## src/rtl/rbs32_serial_pkg.sv

```systemverilog
// Shared constants and FSM encoding for the serial ripple-borrow subtractor.
package rbs_pkg;
  localparam int WIDTH = 32;
  localparam int SLICE = 4;
  localparam int N     = WIDTH / SLICE;
  localparam int CW    = $clog2(N);

  typedef enum logic {
    IDLE = 1'b0,
    RUN  = 1'b1
  } state_t;
endpackage

```

## src/rtl/rbs32_serial_if.sv

```systemverilog
// Request/result bundle for rbs32_serial.
interface rbs32_serial_if;
  import rbs_pkg::*;

  // Handshake: start is a request that is taken on a rising edge only while busy=0
  // (busy acts as an inverted ready); done pulses for one cycle when d/bout/v update.
  logic             start;
  logic [WIDTH-1:0] a;
  logic [WIDTH-1:0] b;
  logic             bin;
  logic [WIDTH-1:0] d;
  logic             bout;
  logic             v;
  logic             busy;
  logic             done;

  modport master (output start, a, b, bin, input d, bout, v, busy, done);
  modport slave  (input start, a, b, bin, output d, bout, v, busy, done);
endinterface

```

## src/rtl/rbs32_serial_sub_slice.sv

```systemverilog
// Combinational SLICE-bit ripple-borrow subtractor: d = a - b - bin.
module sub_slice
  import rbs_pkg::*;
(
  input  logic [SLICE-1:0] a,
  input  logic [SLICE-1:0] b,
  input  logic             bin,
  output logic [SLICE-1:0] d,
  output logic             bout
);
  logic [SLICE:0] chain;

  always_comb begin
    chain    = '0;
    d        = '0;
    chain[0] = bin;
    for (int i = 0; i < SLICE; i++) begin
      d[i]       = a[i] ^ b[i] ^ chain[i];
      chain[i+1] = (~a[i] & b[i]) | (~a[i] & chain[i]) | (b[i] & chain[i]);
    end
  end

  assign bout = chain[SLICE];
endmodule

```

## src/rtl/rbs32_serial.sv

```systemverilog
// Serial 32-bit subtractor: one SLICE-bit slice per clock, LSB slice first,
// borrow held in a register between slices.
module rbs32_serial
  import rbs_pkg::*;
(
  input  logic           clk,
  input  logic           rst,
  rbs32_serial_if.slave  bus,
  output state_t         state_dbg
);
  state_t           state;
  logic [WIDTH-1:0] a_q, b_q, res_q, res_next;
  logic             brw_q;
  logic [CW-1:0]    cnt_q;
  logic [WIDTH-1:0] d_q;
  logic             bout_q, v_q, busy_q, done_q;

  logic [SLICE-1:0] a_s, b_s, d_s;
  logic             bout_s;
  logic             last;

  assign a_s  = a_q[SLICE*int'(cnt_q) +: SLICE];
  assign b_s  = b_q[SLICE*int'(cnt_q) +: SLICE];
  assign last = (cnt_q == CW'(N-1));

  sub_slice u_slice (
    .a    (a_s),
    .b    (b_s),
    .bin  (brw_q),
    .d    (d_s),
    .bout (bout_s)
  );

  // Result including the slice being computed this cycle, so completion can
  // publish the full value on the same edge as the last slice.
  always_comb begin
    res_next = res_q;
    res_next[SLICE*int'(cnt_q) +: SLICE] = d_s;
  end

  always_ff @(posedge clk) begin
    if (rst) begin
      state  <= IDLE;
      a_q    <= '0;
      b_q    <= '0;
      res_q  <= '0;
      brw_q  <= 1'b0;
      cnt_q  <= '0;
      d_q    <= '0;
      bout_q <= 1'b0;
      v_q    <= 1'b0;
      busy_q <= 1'b0;
      done_q <= 1'b0;
    end else begin
      done_q <= 1'b0;
      case (state)
        IDLE: begin
          if (bus.start) begin
            a_q    <= bus.a;
            b_q    <= bus.b;
            brw_q  <= bus.bin;
            res_q  <= '0;
            cnt_q  <= '0;
            busy_q <= 1'b1;
            state  <= RUN;
          end
        end
        RUN: begin
          res_q <= res_next;
          brw_q <= bout_s;
          cnt_q <= cnt_q + CW'(1);
          if (last) begin
            d_q    <= res_next;
            bout_q <= bout_s;
            v_q    <= (a_q[WIDTH-1] != b_q[WIDTH-1]) && (res_next[WIDTH-1] != a_q[WIDTH-1]);
            done_q <= 1'b1;
            busy_q <= 1'b0;
            cnt_q  <= '0;
            state  <= IDLE;
          end
        end
        default: state <= IDLE;
      endcase
    end
  end

  assign bus.d     = d_q;
  assign bus.bout  = bout_q;
  assign bus.v     = v_q;
  assign bus.busy  = busy_q;
  assign bus.done  = done_q;
  assign state_dbg = state;
endmodule

```

## src/flat_wrapper.sv

```systemverilog
// flat-port wrapper written by rule: the top's interface ports become plain ports
module rbs32_serial_flat import rbs_pkg::*;
  (clk, rst, state_dbg, bus_start, bus_a, bus_b, bus_bin, bus_d, bus_bout, bus_v, bus_busy, bus_done);
  rbs32_serial_if bus_i ();
  input  logic clk;
  input  logic rst;
  output state_t state_dbg;
  input wire logic [$bits(bus_i.start)-1:0] bus_start;
  input wire logic [$bits(bus_i.a)-1:0] bus_a;
  input wire logic [$bits(bus_i.b)-1:0] bus_b;
  input wire logic [$bits(bus_i.bin)-1:0] bus_bin;
  output wire logic [$bits(bus_i.d)-1:0] bus_d;
  output wire logic [$bits(bus_i.bout)-1:0] bus_bout;
  output wire logic [$bits(bus_i.v)-1:0] bus_v;
  output wire logic [$bits(bus_i.busy)-1:0] bus_busy;
  output wire logic [$bits(bus_i.done)-1:0] bus_done;
  assign bus_i.start = bus_start;
  assign bus_i.a = bus_a;
  assign bus_i.b = bus_b;
  assign bus_i.bin = bus_bin;
  assign bus_d = bus_i.d;
  assign bus_bout = bus_i.bout;
  assign bus_v = bus_i.v;
  assign bus_busy = bus_i.busy;
  assign bus_done = bus_i.done;
  rbs32_serial u_core (.clk(clk), .rst(rst), .bus(bus_i), .state_dbg(state_dbg));
endmodule
```

## config.mk

```make
export PLATFORM = sky130hd
export DESIGN_NAME = rbs32_serial_flat
export DESIGN_NICKNAME = d
export VERILOG_FILES = /design/src/rtl/rbs32_serial_pkg.sv /design/src/rtl/rbs32_serial_if.sv /design/src/rtl/rbs32_serial_sub_slice.sv /design/src/rtl/rbs32_serial.sv /design/src/flat_wrapper.sv
export SDC_FILE = /design/constraint.sdc
export NUM_CORES = 1
export LEC_CHECK = 0
export ABC_AREA = 1
export CAP_MARGIN = 20
export CORE_ASPECT_RATIO = 0.8
export CORE_MARGIN = 3
export CORE_UTILIZATION = 53
export CTS_CLUSTER_DIAMETER = 200
export CTS_CLUSTER_SIZE = 16
export DETAILED_ROUTE_END_ITERATION = 8
export PLACE_DENSITY_LB_ADDON = 0.25
export SLEW_MARGIN = 20
export SYNTH_ARGS = -nofsm -noshare
export SYNTH_HDL_FRONTEND = slang
export SYNTH_HIERARCHICAL = 1
export SYNTH_SLANG_ARGS = --single-unit
```

## constraint.sdc

```tcl
create_clock -name clk -period 4.64 [get_ports clk]
set_clock_uncertainty 0.2 [all_clocks]
set_input_delay 0.464 -clock clk [delete_from_list [all_inputs] [get_ports clk]]
set_output_delay 0.464 -clock clk [all_outputs]
set_load 0.05 [all_outputs]
```

==> results.md <==
- Synthesis-stage register bit count: roughly 140
- Slew headroom: 0.416
- Pre-CTS setup slack: 0.996 ns
- Synth Instances: 894
- CP endpoint kind: register
- Final HPWL DP: 10,600 µm
- # rows: 34
- H-tree levels: 4
- CP Launch Type: register
- Syn_nets: just under 1k
- Max Fclk: 0.270 GHz
- Worst-margin pin slew: just under 0.9 ns
- Crit path from: u_core/cnt_q[1]
- DP Cell Count: 1,098
- Slowest stage delay, CP: around 0.54 ns
- Fillers: 921
- Vias: 6,019
- Static leakage: about 3.3 nW
- Max Slew Vio Count: 0
- Total GRT Usage: 0.251
- Die area: 13,100 µm²
- Starting density of the core: 0.558
- Clock tree buffer depth: 2
- Worst hold slack: approximately 0.25 ns
- Setup slack, reg-to-reg: ~0.94 ns
- Drt wl/cell: between 10 and 15 µm
- Peak VDD IR: 0.260 mV
- Post-Syn Area: around 6200 µm²
- Worst-path maximum fanout: 19
- CP Buf/Inv Count: 3
- Worst skew pair latency: between 0.4 and 0.5 ns
- Vias/cell: around 5.3
- GR Overflow Total: 0
- Tmin final: 3.70 ns
- Initial antenna violation count: 0
- Synth top area cells: dfxtp_1, nand2_1, nor2_1
- Layout cells sized above 1: 0.0701
- Post-synthesis cell type count: 30
- WS Path Type: register to register
- Placer Congestion: 0.913
- CP required: between 4 and 5 ns
- Fin cells: between 1k and 1.5k
- Largest net degree at the start of global routing: 68
- CTS root buf: clkbuf_16
- Outcome: finished clean
- Cell Chain, Critical Path: inv_2 -> o21ai_0 -> o22ai_1 -> nor2_1 -> nor2_1 -> fa_1 -> inv_1 -> fa_1 -> fa_1 -> inv_1 -> fa_1 -> nand3_1 -> nand2_1 -> nand3_1 -> a21oi_1
- Nets@finish: around 1.1k
- Worst r2r path cells: 15
- Die Y-Extent: 103 µm
- Vias in the first global route: between 5k and 6k
- Syn_area_per_cell: about 7.0 µm²
- Drt total wl: around 16,000 µm
- DRC Markers: 0
- Final hold violations: 0
- Num CTS Buffers: 17
- Cell family with most CP delay: adder cells
- Post-route setup slack: 0.935 ns
- Layout area overhead: 24.9%
- Yosys top cell area share: 0.439
- PD cells: 372 nW/µm²
- Hold WC Path Type: register to register
- Yosys warning total: 6
- Worst reg2reg path endpoint: u_core/res_q[31]
- Power, Total: around 0.0029 W
- Worst Setup EP: u_core/res_q[31]
- Max Cap Viol: 0
- Resized Gates After CTS: 0
- RSZ-0062 raised after global routing: no
- Number of post-CTS setup repair buffers: 0
- Critical path depth in cells: 15
- PortBufs: between 100 and 150
- Post-Route Setup TNS: 0 ns
- Core area: approximately 11,000 µm²
- CTS tree: yes
- I/O Pins: between 100 and 150
- Arrival @ worst endpoint: approximately 3.8 ns
- DIE WIDTH: approximately 130 µm
- Slowest CP cell: fa_1
- Clk slew on worst S/H paths: ~0.060 ns
- TritonRoute pass-1 iters: 5
- Starting DRC count in detailed routing: about 540
- Worst path most repeated cell: fa_1
- Antenna Nets Post-Route: 0
- Reg-to-Reg Start: u_core/cnt_q[1]
- Number of diodes: 0
- Clock Sinks: between 100 and 150
- Setup-failing EPs final: 0
- Final Cycle Share: 0.798
- Dominant cell type by area after synthesis: dfxtp_1
- First-pass GRT wire length: between 20,000 and 30,000 µm
- Post-synthesis sequential area ratio: 0.439
- Hold depth: 2
- CTS hold repair buffers: 0
cell type report:
type                            count  area, µm²  share of cell area
Multi-Input combinational cell    637       2990               0.383
Sequential cell                   137       2740               0.352
Timing Repair Buffer              111       1100               0.141
Clock buffer                       22        474              0.0608
Inverter                           70        263              0.0337
Tap cell                          144        180              0.0231
Clock inverter                      8       48.8             0.00626
synth_stat cells (all sizes together):
cell / number
buf: 30
clkbuf: 20
a21oi: 38
clkinv: 1
nand2: 196
nand3: 89
fa: 4
o21ai: 96
or2: 1
nor2: 181
inv: 69
nor3: 1
ha: 8
nand3b: 1
dfxtp: 137
o22ai: 16
a22o: 1
nand4: 4
a211oi: 1
worst reg2reg max path: stages (launching register included):
cell,delay (ns)
dfxtp_1,0.46
inv_2,0.32
o21ai_0,0.14
o22ai_1,0.14
nor2_1,0.06
nor2_1,0.18
fa_1,0.20
inv_1,0.05
fa_1,0.37
fa_1,0.36
inv_1,0.08
fa_1,0.54
nand3_1,0.19
nand2_1,0.11
nand3_1,0.09
a21oi_1,0.07
stage by stage:
| step | util | area (µm²) |
|---|---|---|
| 5_1_grt | 0.697 | 7800 |
| 4_1_cts | 0.695 | 7780 |
| 3_3_place_gp | 0.648 | 7250 |
| 3_5_place_dp | 0.648 | 7250 |
| 2_1_floorplan | - | 6240 |
| 6_report | 0.697 | 7800 |
flip-flops by register name, indices dropped and copies added (netlist names):
name              count
u_core/bus.v          1
u_core/bus.d         32
u_core/a_q           32
u_core/bus.busy       1
u_core/b_q           32
u_core/cnt_q          3
u_core/res_q         32
u_core/bus.bout       1
u_core/bus.done       1
u_core/state_dbg      1
u_core/brw_q          1
logic make-up after synthesis:
| kind of cell | share of synthesized area |
|---|---|
| and+or+nand+nor | 0.323 |
| AOI/OAI and AO/OA | 0.127 |
| buffers and inverters | 0.0826 |
| DFF | 0.439 |
| adders and majority gates | 0.0289 |
how the worst min path moves through the flow:
stage                                start          endpoint  slack, ns
final                      u_core/bus.d[6]   u_core/bus.d[6]       0.25
after floorplan           u_core/res_q[10]  u_core/res_q[10]       0.24
after global routing       u_core/bus.d[6]   u_core/bus.d[6]       0.27
after global placement    u_core/bus.d[17]  u_core/bus.d[17]       0.24
after CTS                  u_core/bus.d[9]   u_core/bus.d[9]       0.25
after detailed placement  u_core/bus.d[25]  u_core/bus.d[25]       0.24
power breakdown:
group	internal [W]	switching, W
registers	0.00123	0.0000340
logic	0.000164	0.000281
clock network	0.000714	0.000479
total	0.00211	0.000793
cell usage in the layout, fill, tap and decap left out, types with 2 or more instances in the layout:
cell type and instances:
nand2_1 184, nor2_1 173, dfxtp_1 137, clkdlybuf4s50_1 103, nand3_1 89, o21ai_0 85, inv_1 60, a21oi_1 37
clkbuf_16 17, o22ai_1 16, nand2_2 11, o21ai_1 11, inv_2 10, ha_1 8, buf_4 6, nor2_4 6
clkinv_2 5, nand4_1 4, fa_1 4, clkbuf_8 3, clkbuf_1 2, clkinvlp_4 2
routing by layer:
metal	up-vias	global-route usage	wire length (µm)
li1	3032	-	-
met1	2733	0.374	7910
met2	235	0.358	6620
met3	19	0.0704	1240
met4	0	0.0660	180
met5	-	0	0
Note: power is estimated with default switching activity, not from simulation.
